**config.mk**
```make
export PLATFORM = sky130hd
export DESIGN_NAME = score_reader
export DESIGN_NICKNAME = d
export VERILOG_FILES = /design/src/rtl/score_reader.sv
export SDC_FILE = /design/constraint.sdc
export NUM_CORES = 1
export LEC_CHECK = 0
export ABC_AREA = 0
export CORE_ASPECT_RATIO = 1.25
export CORE_UTILIZATION = 48
export DETAILED_ROUTE_END_ITERATION = 8
export GPL_TIMING_DRIVEN = 0
export PLACE_DENSITY = 0.8
export SETUP_SLACK_MARGIN = 0.2
export SYNTH_ARGS = -nofsm -noshare
export SYNTH_HDL_FRONTEND = slang
export SYNTH_SLANG_ARGS = --single-unit
```
**constraint.sdc**
```tcl
create_clock -name CLK -period 3.3 [get_ports CLK]
set_input_delay 0.66 -clock CLK [delete_from_list [all_inputs] [get_ports CLK]]
set_output_delay 0.66 -clock CLK [all_outputs]
set_load 0.02 [all_outputs]
```
**src/rtl/score_reader.sv**
```systemverilog
`timescale 1ns/1ps
// score_reader
// Latches a scored three-position guess (H2/H1/H0), then presents each hint
// on the display bus for DWELL cycles, in the order N2, N1, N0. After the
// display it evaluates the guess: three exact hints win the game, and using
// up MAX_ATTEMPTS guesses without a win loses it. WON and LOST hold until
// NEW_GAME is asserted.
//
// Optional feature: define macro STREAK_EN to keep a saturating count of
// consecutive won games on WIN_STREAK. Without it, WIN_STREAK is tied to 0.
//
// Ports
//   CLK        in   clock, rising edge
//   RST_N      in   asynchronous active-low reset
//   START      in   one-cycle pulse: H2/H1/H0 hold a scored guess
//   H2,H1,H0   in   hint per position (10 exact, 01 present, 00/11 absent)
//   NEW_GAME   in   abandon or finish the game, return to IDLE
//   DISP_HINT  out  hint currently presented
//   DISP_SEL   out  position presented (10 N2, 11 N1, 01 N0, 00 none)
//   DISP_VALID out  DISP_HINT/DISP_SEL are meaningful
//   BUSY       out  display or evaluation in progress
//   WIN, LOSE  out  game won / game lost
//   ATTEMPTS   out  guesses scored in the current game
//   WIN_STREAK out  consecutive wins (STREAK_EN only, else 0)
module score_reader #(
  parameter int DWELL        = 4,
  parameter int MAX_ATTEMPTS = 6
) (
  input  logic       CLK,
  input  logic       RST_N,
  input  logic       START,
  input  logic [1:0] H2,
  input  logic [1:0] H1,
  input  logic [1:0] H0,
  input  logic       NEW_GAME,
  output logic [1:0] DISP_HINT,
  output logic [1:0] DISP_SEL,
  output logic       DISP_VALID,
  output logic       BUSY,
  output logic       WIN,
  output logic       LOSE,
  output logic [2:0] ATTEMPTS,
  output logic [3:0] WIN_STREAK
);

  localparam logic [7:0] DWELL_LAST = 8'(DWELL - 1);
  localparam logic [2:0] MAX_A      = 3'(MAX_ATTEMPTS);
  localparam logic [1:0] EXACT      = 2'b10;

  typedef enum logic [2:0] {
    S_IDLE, S_SHOW_N2, S_SHOW_N1, S_SHOW_N0, S_EVAL, S_WON, S_LOST
  } state_t;

  state_t     state_reg, state_next;
  logic [7:0] dwell_reg;
  logic [2:0] attempts_reg;
  logic [1:0] hint_reg [3];  // index 2 = N2, 1 = N1, 0 = N0
  logic [1:0] hint_in  [3];

  logic       dwell_done;
  logic       all_exact;
  logic [2:0] att_inc;

  assign hint_in[2] = H2;
  assign hint_in[1] = H1;
  assign hint_in[0] = H0;

  assign dwell_done = (dwell_reg == DWELL_LAST);
  assign all_exact  = (hint_reg[2] == EXACT) && (hint_reg[1] == EXACT) &&
                      (hint_reg[0] == EXACT);
  assign att_inc    = (attempts_reg == MAX_A) ? MAX_A : attempts_reg + 3'd1;

  // State register
  always_ff @(posedge CLK or negedge RST_N) begin
    if (!RST_N) state_reg <= S_IDLE;
    else        state_reg <= state_next;
  end

  // Next-state logic; NEW_GAME overrides everything, including START in IDLE
  always_comb begin
    state_next = state_reg;
    if (NEW_GAME) begin
      state_next = S_IDLE;
    end else begin
      case (state_reg)
        S_IDLE:    if (START)      state_next = S_SHOW_N2;
        S_SHOW_N2: if (dwell_done) state_next = S_SHOW_N1;
        S_SHOW_N1: if (dwell_done) state_next = S_SHOW_N0;
        S_SHOW_N0: if (dwell_done) state_next = S_EVAL;
        // A win on the last allowed attempt must still report WON
        S_EVAL:    state_next = all_exact ? S_WON :
                                (att_inc == MAX_A) ? S_LOST : S_IDLE;
        S_WON:     state_next = S_WON;
        S_LOST:    state_next = S_LOST;
        default:   state_next = S_IDLE;
      endcase
    end
  end

  // Output logic: purely from registered state, so no input-to-output paths
  always_comb begin
    DISP_VALID = 1'b0;
    DISP_SEL   = 2'b00;
    DISP_HINT  = 2'b00;
    BUSY       = 1'b0;
    WIN        = 1'b0;
    LOSE       = 1'b0;
    case (state_reg)
      S_SHOW_N2: begin DISP_VALID = 1'b1; DISP_SEL = 2'b10; DISP_HINT = hint_reg[2]; BUSY = 1'b1; end
      S_SHOW_N1: begin DISP_VALID = 1'b1; DISP_SEL = 2'b11; DISP_HINT = hint_reg[1]; BUSY = 1'b1; end
      S_SHOW_N0: begin DISP_VALID = 1'b1; DISP_SEL = 2'b01; DISP_HINT = hint_reg[0]; BUSY = 1'b1; end
      S_EVAL:    BUSY = 1'b1;
      S_WON:     WIN  = 1'b1;
      S_LOST:    LOSE = 1'b1;
      default:   ;
    endcase
  end

  assign ATTEMPTS = attempts_reg;

  // Dwell counter restarts on every state change so each SHOW state lasts
  // exactly DWELL cycles
  always_ff @(posedge CLK or negedge RST_N) begin
    if (!RST_N) begin
      dwell_reg <= 8'd0;
    end else if (NEW_GAME || (state_next != state_reg)) begin
      dwell_reg <= 8'd0;
    end else if ((state_reg == S_SHOW_N2) || (state_reg == S_SHOW_N1) ||
                 (state_reg == S_SHOW_N0)) begin
      dwell_reg <= dwell_reg + 8'd1;
    end
  end

  // Hints are captured only on an accepted START, so later input changes
  // cannot disturb the display or the evaluation
  generate
    for (genvar gi = 0; gi < 3; gi++) begin : g_hint
      always_ff @(posedge CLK or negedge RST_N) begin
        if (!RST_N) begin
          hint_reg[gi] <= 2'b00;
        end else if (NEW_GAME) begin
          hint_reg[gi] <= 2'b00;
        end else if ((state_reg == S_IDLE) && START) begin
          hint_reg[gi] <= hint_in[gi];
        end
      end
    end
  endgenerate

  always_ff @(posedge CLK or negedge RST_N) begin
    if (!RST_N) begin
      attempts_reg <= 3'd0;
    end else if (NEW_GAME) begin
      attempts_reg <= 3'd0;
    end else if (state_reg == S_EVAL) begin
      attempts_reg <= att_inc;
    end
  end

`ifdef STREAK_EN
  // Streak survives NEW_GAME; only a lost game or reset clears it
  logic [3:0] streak_reg;

  always_ff @(posedge CLK or negedge RST_N) begin
    if (!RST_N) begin
      streak_reg <= 4'd0;
    end else if (state_reg == S_EVAL) begin
      if (state_next == S_WON) begin
        if (streak_reg != 4'd15) streak_reg <= streak_reg + 4'd1;
      end else if (state_next == S_LOST) begin
        streak_reg <= 4'd0;
      end
    end
  end

  assign WIN_STREAK = streak_reg;
`else
  assign WIN_STREAK = 4'b0000;
`endif

endmodule

```
After elaboration in Yosys (flattened, before gate mapping)

Index checks and enable logic that the tools add are counted.

Add/sub/neg operators: 2
Equal/unequal tests: 13
Muxes and demuxes: 25
Reduce and logical (&&, ||, !) cells: 12

Operator list:

| operator            | count |
|---|---|
| $mux 3              | 10 |
| $pmux 3 s7          | 1 |
| $mux 8              | 2 |
| $eq 3x3->1 const B  | 5 |
| $mux 2              | 6 |
| $pmux 2 s3          | 2 |
| $add 8x1->8 const B | 1 |
| $eq 8x2->1 const B  | 1 |
| $eq 2x2->1 const B  | 3 |
| $eq 3x2->1 const B  | 2 |
| $reduce_bool 2->1   | 3 |
| $mux 1              | 4 |
| $reduce_or 4->1     | 1 |
| $add 3x1->3 const B | 1 |
| $eq 3x1->1 const B  | 1 |
| $logic_and 1x1->1   | 3 |
| $logic_not 3->1     | 1 |
| $logic_or 1x1->1    | 3 |
| $ne 3x3->1          | 1 |
| $reduce_or 3->1     | 1 |

Register bits after elaboration: 20
Output and inout port bits: 15

Logic depth before layout (Yosys ltp)

Gate-level depths: netlist of run 1.

Word-level depth: 10
Mapped depth: 6
Gate-level depth less buffers: 6

Worst setup path before layout of run 1

OpenSTA, ideal clock, no wires.

Kind: reg-to-output
Start point: register state_reg[1]
End point: output DISP_SEL[1]
Arrival: 1.189 ns
Path slack: 1.451 ns
Cell stages (with the launch flop): 4
Path buffers: 1
Cells stage by stage: dfrtp_1 > buf_2 > or2b_1 > a21oi_1

Cells in the longest elaborated chain, start to end: 2

Ends and longest elaborated chain:

| element                                         | RTL line | text |
|---|---|---|
| start, declared                                 | 54       | `state_t state_reg, state_next;` |
| start signal, assigned                          | 76       | `else state_reg <= state_next;` |
| $eq 3x2->1 / $eq 3x1->1 (equally long branches) | 108      | `case (state_reg)` |
| $pmux 2 s3 *                                    | 108      |  |
| end, declared                                   | 37       | `output logic [1:0] DISP_SEL,` |

Mark *: on every way between the ends. The rest lies on a longest branch, timed or not.

Worst setup path in the final report of run 1

Start point: register state_reg[1]
End point: output DISP_HINT[0]

Cells in the longest elaborated chain, start to end: 2

Ends and longest elaborated chain:

| element                                         | RTL line | text |
|---|---|---|
| $eq 3x2->1 / $eq 3x1->1 (equally long branches) | 108      |  |
| $pmux 2 s3 *                                    | 108      |  |
| end, declared                                   | 36       | `output logic [1:0] DISP_HINT,` |

Marks and branches as above.

==> impl_metrics.py, run 1 <==
metrics = {
    "synth": {
        "synth_top_area_cell": "dfrtp_1",
        "syn_area_per_cell_um2": 9.50,
        "async_reset_ff_share_pct": 100,
        "synth.top_cell.area_share_pct": 40.5,
        "yosysSeqAreaShare_pct": 40.5,
        "ys_ff_latch": 20,
        "synth_top_flop_cell": "dfrtp_1",
        "netlist_area_um2": 1230,
        "ys_top_cells_by_area": "dfrtp_1 (41%), mux2i_1 (8.1%), nor3_1 (5.3%), nor2_1 (4.9%), xnor2_1 (4.3%)",
        "synth_cell_types": 37,
        "synthCells": 130,
        "synth_warnings": 0,
        "synth_edf_count": 0,
    },
    "floorplanning": {
        "fp.coreArea_um2": 2430,
        "rows": 20,
        "start_util_pct": 50.9,
        "fp.dieH_um": 58.7,
        "ios": 25,
        "die_w_um": 47.4,
        "die_area_um2": 2780,
    },
    "detailed_routing": {
        "ant_nets": 0,
        "drt_iter0_drc": 10,
        "firstDrtPassIters": 4,
        "vias": 1059,
        "wl_met3_um": 83,
        "wire_per_inst_um": 14.0,
        "drc": 0,
        "wl_met1_mm": 1.07,
        "wl_met2_mm": 1.48,
        "top_layer": "met4",
        "via_per_inst": 5.57,
        "wl_mm": 2.66,
    },
    "power_and_ir_drop": {
        "power_w": 0.000550,
        "irDropWorstVdd_v": 0.000334,
        "power_leakage_nw": 0.662,
        "power_density_nw_per_um2": 357,
    },
    "clocking": {
        "cts_tree": "yes",
        "clock_sinks": 20,
        "clk_latency_ns": 0.31,
        "cts_setup_buffers": 0,
        "clock_path_buffers": 2,
        "cts.reportedPaths.clkPinSlew_ns": 0.12,
        "htree_levels": 1,
        "cts_hold_buffers": 0,
        "cts_resized": 0,
        "root_buffer": "clkbuf_4",
        "cts_buffers": 3,
    },
    "grt": {
        "grt.overflow.total": 0,
        "antenna_found_initial": 0,
        "grt_max_degree": 21,
        "grt_pass1_wl_mm": 4.30,
        "grt_pass1_vias": 996,
        "grt.total_usage_pct": 21.7,
    },
    "sta": {
        "slew_headroom_pct": 39.7,
        "setup_tns_ns": 0,
        "period_share_pct": 83.4,
        "maxClockFrequency_ghz": 0.364,
        "fin_hold_ws_ns": 0.569,
        "rsz0062_at_grt": "no",
        "worstMarginPinSlew_ns": 0.901,
        "final.min_clock_period_ns": 2.75,
        "setup_viol": 0,
        "drv_slew": 0,
        "final_hold_viol_count": 0,
        "clock_skew_ns": 0.00852,
        "setup_ws_ns": 0.549,
    },
    "worst_setup_path": {
        "required_ns": 2.64,
        "cpPeakStageDelay_ns": 0.61,
        "path_max_fanout": 10,
        "crit_path_top_delay_cell": "clkdlybuf4s50_1",
        "cp_cell_sequence": "buf_2 -> inv_1 -> nor2_1 -> a21oi_1 -> nor2_1 -> clkdlybuf4s50_1",
        "crit_path_end_kind": "primary output",
        "critical_path.most_common_cell": "nor2_1",
        "start_kind": "flip-flop",
        "crit_type": "reg2out",
        "critical_path_arrival_ns": 2.09,
    },
    "place": {
        "place_congestion": 0.799,
        "port_buffers": 20,
        "dp_hpwl_mm": 1.98,
        "post-place-ws_ns": 0.922,
    },
    "final_layout": {
        "area_delta_synth_final_pct": 24.7,
        "layout_common_cells": "dfrtp_1 (20), clkdlybuf4s50_1 (20), nor2_1 (16)",
        "drive_gt1_share_pct": 10.8,
        "diodes": 0,
        "multi_input_area_um2": 669,
        "nFillCells": 210,
        "layout.nets": 171,
        "ff_latch_area_um2": 500,
        "largest_reg_flops": 8,
    },
    "run": {
        "maxCapViolations": 0,
    },
    "hold_path": {
        "holdCritPathClass": "reg2reg",
    },
    "status": {
        "status": "completed",
    },
}
worst paths after layout:
kind	startpoint	to	slack, ns	depth (start not counted)
min in group asynchronous	RST_N	dwell_reg[2]$_DFFE_PN0P_	0.84	1
max in group asynchronous	RST_N	hint_reg[2]$_DFFE_PN0P_	1.90	1
worst max register to register	dwell_reg[0]$_DFFE_PN0P_	dwell_reg[1]$_DFFE_PN0P_	1.62	5
worst min register to register	hint_reg[1]$_DFFE_PN0P_	hint_reg[1]$_DFFE_PN0P_	0.57	2
worst max-delay path	state_reg[1]$_DFF_PN0_	DISP_HINT[0]	0.55	6
worst min-delay path	hint_reg[1]$_DFFE_PN0P_	hint_reg[1]$_DFFE_PN0P_	0.57	2
worst max-delay path: cells and delay by family (launching register included):
kind | cells | cell delay, ns
buffers and inverters | 3 | 0.99
AOI/OAI and AO/OA | 1 | 0.10
and+or+nand+nor | 2 | 0.28
DFF | 1 | 0.40
cells by family after synthesis:
logic type               count (synthesis)  share of synthesized area, %
adder cells (fa/ha/maj)                  3                          3.04
multiplexers                            10                          8.11
AO/OA/AOI/OAI                           20                          11.1
other                                    1                         0.304
AND/OR/NAND/NOR                         54                          24.3
flip-flops                              20                          40.5
XOR/XNOR                                 9                          6.38
buffers and inverters                   13                          6.18
layer usage:
layer  track usage (%)  vias to the layer above
li1                  -                      513
met1              25.0                      516
met2              38.0                       26
met3              2.76                        4
met4              10.2                        0
met5                 0                        -
Yosys cell counts (all sizes together) (2+ instances only):
library cell	instances
buf	9
nor3	13
nor4	2
xnor2	6
nand4b	2
dfrtp	20
and3	3
nor2	16
nor4b	2
xor2	3
mux2i	10
nand3	2
inv	3
nand4	3
ha	3
a21oi	10
nand2	6
nand2b	2
through the flow:
stage | cell area (µm²) | utilization (%) | std cells
2_1_floorplan | 1250 | - | 133
3_3_place_gp | 1490 | 61.3 | 186
3_5_place_dp | 1490 | 61.3 | 186
4_1_cts | 1540 | 63.5 | 190
5_1_grt | 1540 | 63.5 | 190
6_report | 1540 | 63.5 | 190
layout make-up:
| type | instances | share of cell area (%) |
|---|---|---|
| Buffer | 10 | 4.22 |
| Clock buffer | 3 | 1.46 |
| Clock inverter | 1 | 1.95 |
| Inverter | 3 | 0.731 |
| Multi-Input combinational cell | 100 | 43.5 |
| Sequential cell | 20 | 32.5 |
| Tap cell | 33 | 2.68 |
| Timing Repair Buffer | 20 | 13.0 |
report_power, final:
part	total, W	internal (W)	switching (W)
Clock	0.000204	0.000123	0.0000814
Combinational	0.0000861	0.0000412	0.0000450
Sequential	0.000259	0.000253	0.00000672
Note: power is estimated with default switching activity, not from simulation.
==> run 2: changes to the inputs <==
--- a/config.mk
+++ b/config.mk
@@ -7,10 +7,10 @@
 export LEC_CHECK = 0
 export ABC_AREA = 0
 export CORE_ASPECT_RATIO = 1.25
-export CORE_UTILIZATION = 48
+export CORE_UTILIZATION = 45
 export DETAILED_ROUTE_END_ITERATION = 8
 export GPL_TIMING_DRIVEN = 0
-export PLACE_DENSITY = 0.8
+export PLACE_DENSITY = 0.79
 export SETUP_SLACK_MARGIN = 0.2
 export SYNTH_ARGS = -nofsm -noshare
 export SYNTH_HDL_FRONTEND = slang
==> constraint.sdc (replaced) <==
create_clock -name CLK -period 2.4 [get_ports CLK]
set_input_delay 0.48 -clock CLK [delete_from_list [all_inputs] [get_ports CLK]]
set_output_delay 0.48 -clock CLK [all_outputs]
set_load 0.02 [all_outputs]
==> run 2 against run 1 <==
Compared with the run above: final area shrank 1.7%; critical path depth shrank 3; clock skew grew 0.0015 ns; worst hold slack lost 0.0046 ns; non-clock buffer count is the same; register-to-register slack lost 0.97 ns; global-route usage shrank 1.8 points; final cell count is the same; first-iteration DRC count grew to 2.7 times the previous value; via count shrank 0.85%; total power grew 22%.
==> impl_metrics.py, run 2 (synthesis gave the netlist of run 1 again) <==
metrics = {
    "detailed_routing": {
        "wl_mm": 2.54,
        "ant_nets": 0,
        "wire_per_inst_um": 13.4,
        "vias": 1050,
        "wl_met2_mm": 1.29,
        "top_layer": "met4",
        "firstDrtPassIters": 5,
        "via_per_inst": 5.53,
        "wl_met3_um": 138,
        "wl_met1_mm": 1.10,
        "drc": 0,
        "drt_iter0_drc": 27,
    },
    "power_and_ir_drop": {
        "switching_share_pct": 26.6,
        "power_frac_comb_pct": 16.9,
        "power_leakage_nw": 0.672,
        "seqPwrFrac_pct": 53.3,
        "irDropWorstVdd_v": 0.000292,
        "p_int_w": 0.000491,
        "pwr-share-clk_pct": 29.9,
        "power_density_nw_per_um2": 442,
        "power_w": 0.000670,
        "switchingPower_w": 0.000178,
    },
    "hold_path": {
        "min-delay-start": "hint_reg[5]$_DFFE_PN0P_",
        "holdCritPathClass": "reg2reg",
    },
    "floorplanning": {
        "rows": 20,
        "die_w_um": 48.9,
        "die_area_um2": 2960,
        "fp.dieH_um": 60.6,
        "start_util_pct": 48.9,
        "ios": 25,
        "fp.coreArea_um2": 2530,
    },
    "worst_setup_path": {
        "path_max_fanout": 7,
        "crit_path_end_kind": "primary output",
        "critPathLaunch": "state_reg[0]$_DFF_PN0_",
        "cp_cell_sequence": "nor2_1 -> xnor2_1 -> dlygate4sd2_1",
        "crit_type": "reg2out",
        "reg2reg_depth": 5,
        "critical_path_arrival_ns": 1.67,
        "worst-path-buf-inv": 1,
        "crit_path_top_delay_cell": "dfrtp_1",
        "start_kind": "flip-flop",
        "cpPeakStageDelay_ns": 0.44,
        "reg2reg_from": "dwell_reg[0]$_DFFE_PN0P_",
        "r2r-end": "dwell_reg[4]$_DFFE_PN0P_",
        "path_depth": 3,
        "required_ns": 1.92,
        "regToRegSetupSlack_ns": 0.65,
        "cp-endpoint": "BUSY",
        "crit_family": "flip-flops",
    },
    "sta": {
        "rsz0062_at_grt": "yes",
        "setup_ws_ns": 0.252,
        "slew_headroom_pct": 39.4,
        "worstMarginPinSlew_ns": 0.906,
        "maxClockFrequency_ghz": 0.466,
        "setup_tns_ns": 0,
        "final.min_clock_period_ns": 2.15,
        "final_hold_viol_count": 0,
        "drv_slew": 0,
        "period_share_pct": 89.5,
        "setup_viol": 0,
        "clock_skew_ns": 0.0101,
    },
    "final_layout": {
        "drive_gt1_share_pct": 13.4,
        "diodes": 0,
        "layout.nets": 171,
        "multi_input_area_um2": 672,
        "ff_latch_area_um2": 500,
        "area_delta_synth_final_pct": 22.6,
        "final_common_cell": "dfrtp_1",
        "nFillCells": 228,
        "largest_reg_flops": 8,
        "layout_common_cells": "dfrtp_1 (20), nor2_1 (15), nor3_1 (13)",
    },
    "clocking": {
        "cts_tree": "yes",
        "clk_latency_ns": 0.30,
        "cts_buffers": 3,
        "clock_path_buffers": 2,
        "root_buffer": "clkbuf_4",
        "htree_levels": 1,
        "clock_sinks": 20,
        "cts.reportedPaths.clkPinSlew_ns": 0.12,
        "cts_setup_buffers": 0,
    },
    "grt": {
        "grt_pass1_wl_mm": 4.49,
        "antenna_found_initial": 0,
        "grt_max_degree": 21,
        "grt.total_usage_pct": 19.9,
        "grt_pass1_vias": 1041,
        "grt.overflow.total": 0,
    },
    "status": {
        "status": "completed",
    },
    "run": {
        "maxCapViolations": 0,
    },
    "place": {
        "dp_hpwl_mm": 1.87,
        "port_buffers": 20,
        "place_congestion": 0.853,
        "post-place-ws_ns": 0.169,
    },
}
-- run 2: cell count changes in the layout (fill, tap and decap cells not counted) --
cell             delta
buf_2               -3
buf_4               +1
bufinv_16           -1
clkbuf_2            +3
clkbuf_4            +2
clkbuf_8            +1
clkdlybuf4s15_1     +1
clkdlybuf4s50_1     -8
dlygate4sd2_1       +4
nor2_1              -1
nor2_2              +1
-- run 2: layer usage --
| metal | global-route usage (%) | vias to the layer above |
|---|---|---|
| met5 | 0 | - |
| met4 | 8.40 | 0 |
| met3 | 3.76 | 2 |
| met2 | 37.1 | 35 |
| met1 | 22.6 | 502 |
| li1 | - | 511 |
-- run 2: worst reg2reg max path, delay by kind of cell (launching register included) --
family          cells  cell delay (ns)
simple gates        3             0.61
flops               1             0.42
compound gates      1             0.35
fa+ha+maj           1             0.24
-- run 2: worst min-delay path by stage --
| stage | end | slack, ns | depth (start not counted) |
|---|---|---|---|
| 3_5_place_dp | hint_reg[0]$_DFFE_PN0P_ | 0.54 | 2 |
| 2_1_floorplan | ATTEMPTS[0]$_DFFE_PN0P_ | 0.18 | 0 |
| 5_1_grt | hint_reg[0]$_DFFE_PN0P_ | 0.60 | 2 |
| 4_1_cts | hint_reg[0]$_DFFE_PN0P_ | 0.56 | 2 |
| 3_3_place_gp | hint_reg[0]$_DFFE_PN0P_ | 0.53 | 2 |
| 6_report | hint_reg[5]$_DFFE_PN0P_ | 0.56 | 2 |
-- run 2: final cells by class --
type                    count  area share (%)
flip-flops and latches     20            33.1
clock buffers               4            2.40
repair buffers             20            11.9
well taps                  33            2.73
inverters                   3           0.744
multi-input cells         100            44.4
plain buffers              10            4.79
-- run 2: power by group through the flow --
stage | logic, W | clock network [W] | registers, W
floorplan | 0.0000739 | 0 | 0.000361
global placement | 0.000116 | 0 | 0.000363
detailed placement | 0.000119 | 0 | 0.000364
CTS | 0.000115 | 0.000203 | 0.000357
global route | 0.000125 | 0.000216 | 0.000359
finish | 0.000113 | 0.000200 | 0.000357
-- run 2: stage by stage --
step                instance area (µm²)  hold slack (ns)  utilization (%)  instances
global route                       1510            0.604             59.9        190
CTS                                1520            0.565             60.1        190
global placement                   1490            0.532             58.9        186
detailed placement                 1490            0.538             58.9        186
floorplan                          1250            0.184                -        133
finish                             1510            0.565             59.9        190
-- run 2: repair_timing --
item / in CTS / in global routing
setup endpoints to repair: 8 / 5
resized for setup: 10 / 9
hold buffers: 0 / 0
hold endpoints to repair: 0 / 0
==> run 3: changes to the inputs <==
--- a/config.mk
+++ b/config.mk
@@ -11,7 +11,7 @@
 export DETAILED_ROUTE_END_ITERATION = 8
 export GPL_TIMING_DRIVEN = 0
 export PLACE_DENSITY = 0.79
-export SETUP_SLACK_MARGIN = 0.2
+export SETUP_SLACK_MARGIN = 0.05
 export SYNTH_ARGS = -nofsm -noshare
 export SYNTH_HDL_FRONTEND = slang
 export SYNTH_SLANG_ARGS = --single-unit
==> run 3 against run 2 <==
Compared with the run above: final cell count unchanged; critical path depth unchanged; total power about the same; critical path type unchanged; critical endpoint is now DISP_VALID; largest cell class unchanged.
==> impl_metrics.py, run 3 (synthesis gave the netlist of run 1 again) <==
metrics = {
    "hold_path": {
        "holdCritPathClass": "reg2reg",
        "min-delay-start": "hint_reg[5]$_DFFE_PN0P_",
    },
    "final_layout": {
        "final_common_cell": "dfrtp_1",
        "area_delta_synth_final_pct": 23.4,
        "diodes": 0,
        "drive_gt1_share_pct": 11.5,
        "layout.nets": 171,
        "nFillCells": 228,
        "finalCoreUtilization_pct": 60.3,
        "largest_reg_flops": 8,
        "layout_common_cells": "dfrtp_1 (20), nor2_1 (15), nor3_1 (13), clkdlybuf4s50_1 (13), mux2i_1 (10)",
    },
    "worst_setup_path": {
        "critPathLaunch": "state_reg[2]$_DFF_PN0_",
        "reg2reg_from": "dwell_reg[0]$_DFFE_PN0P_",
        "crit_path_top_delay_cell": "clkdlybuf4s50_1",
        "path_max_fanout": 6,
        "crit_family": "buffers and inverters",
        "crit_path_end_kind": "primary output",
        "crit_type": "reg2out",
        "required_ns": 1.92,
        "cpPeakStageDelay_ns": 0.62,
        "cp_cell_sequence": "o21ba_2 -> buf_2 -> clkdlybuf4s50_1",
        "critical_path_arrival_ns": 1.76,
        "worst-path-buf-inv": 2,
        "start_kind": "flip-flop",
    },
    "sta": {
        "setup_viol": 0,
        "final_hold_viol_count": 0,
        "setup_ws_ns": 0.165,
        "period_share_pct": 93.1,
        "drv_slew": 0,
        "maxClockFrequency_ghz": 0.447,
        "setup_tns_ns": 0,
        "worstMarginPinSlew_ns": 0.906,
        "rsz0062_at_grt": "no",
        "clock_skew_ns": 0.00637,
        "slew_headroom_pct": 39.4,
        "fin_hold_ws_ns": 0.564,
        "final.min_clock_period_ns": 2.24,
    },
    "grt": {
        "grt_pass1_vias": 1041,
        "grt.overflow.total": 0,
        "grt.total_usage_pct": 19.9,
        "antenna_found_initial": 0,
        "grt_max_degree": 21,
        "grt_pass1_wl_mm": 4.49,
    },
    "detailed_routing": {
        "wire_per_inst_um": 13.5,
        "vias": 1045,
        "drt_iter0_drc": 24,
        "firstDrtPassIters": 4,
        "ant_nets": 0,
        "wl_mm": 2.57,
        "via_per_inst": 5.50,
        "drc": 0,
    },
    "floorplanning": {
        "start_util_pct": 48.9,
        "ios": 25,
        "fp.coreArea_um2": 2530,
        "die_area_um2": 2960,
        "fp.dieH_um": 60.6,
        "die_w_um": 48.9,
        "rows": 20,
    },
    "power_and_ir_drop": {
        "power_w": 0.000670,
        "power_density_nw_per_um2": 440,
        "power_leakage_nw": 0.697,
        "irDropWorstVdd_v": 0.000292,
    },
    "place": {
        "dp_hpwl_mm": 1.87,
        "place_congestion": 0.853,
        "post-place-ws_ns": 0.169,
        "port_buffers": 20,
    },
    "clocking": {
        "cts_tree": "yes",
        "htree_levels": 1,
        "clock_path_buffers": 2,
        "cts_hold_buffers": 0,
        "cts_buffers": 3,
        "clk_latency_ns": 0.30,
        "root_buffer": "clkbuf_4",
        "cts.reportedPaths.clkPinSlew_ns": 0.12,
        "clock_sinks": 20,
    },
    "status": {
        "status": "completed",
    },
    "run": {
        "maxCapViolations": 0,
    },
}
[run 3: changes by cell type in the layout (fill, tap and decap cells not counted), sizes merged]
| cell | previous run | this run |
|---|---|---|
| clkdlybuf4s15 | 1 | 0 |
| clkbuf | 10 | 5 |
| dlymetal6s2s | 0 | 1 |
| dlygate4sd2 | 4 | 6 |
| clkdlybuf4s50 | 12 | 13 |
| buf | 7 | 9 |
[run 3: path summary, 6_finish.rpt]
check	slack, ns	cells after the start	end
worst max-delay path	0.16	3	DISP_VALID
worst min-delay path	0.56	2	hint_reg[5]$_DFFE_PN0P_
worst max register to register	0.62	5	dwell_reg[4]$_DFFE_PN0P_
worst min register to register	0.56	2	hint_reg[5]$_DFFE_PN0P_
max in group asynchronous	1.17	1	ATTEMPTS[0]$_DFFE_PN0P_
min in group asynchronous	0.67	1	dwell_reg[0]$_DFFE_PN0P_
[run 3: routing by layer]
layer / wire, µm / GRT usage [%] / vias up
met4: 35 / 8.40 / 0
met3: 129 / 3.76 / 6
met2: 1290 / 37.1 / 35
li1: - / - / 511
met5: 0 / 0 / -
met1: 1120 / 22.6 / 493
[run 3: area by class of cell]
type / count / area, µm² / share of cell area (%)
timing repair buffer: 20 / 195 / 12.8
buffer: 10 / 67.6 / 4.43
inverter: 3 / 11.3 / 0.739
clock buffer: 4 / 36.3 / 2.38
sequential: 20 / 500 / 32.8
multi-input combinational: 100 / 672 / 44.1
tap: 33 / 41.3 / 2.71
[run 3: worst min-delay path, delay by kind of cell (launching register included)]
kind | cells | cell delay, ns
flops | 1 | 0.38
simple gates | 1 | 0.07
mux | 1 | 0.07
[run 3: stage by stage]
stage                     instances  instance area [µm²]
after detailed placement        186                 1490
final                           190                 1520
after CTS                       190                 1520
after global placement          186                 1490
after floorplan                 133                 1250
after global routing            190                 1520
[run 3: power by group]
| group | internal, W | switching (W) |
|---|---|---|
| sequential | 0.000347 | 0.00000952 |
| combinational | 0.0000534 | 0.0000617 |
| clock | 0.0000925 | 0.000106 |
[run 3: repair_timing]
item	4_1_cts	5_1_grt
endpoints found under the setup margin	6	3
pin swaps	0	0
gates cloned	0	0
gates resized for setup	7	2
buffers inserted	0	0
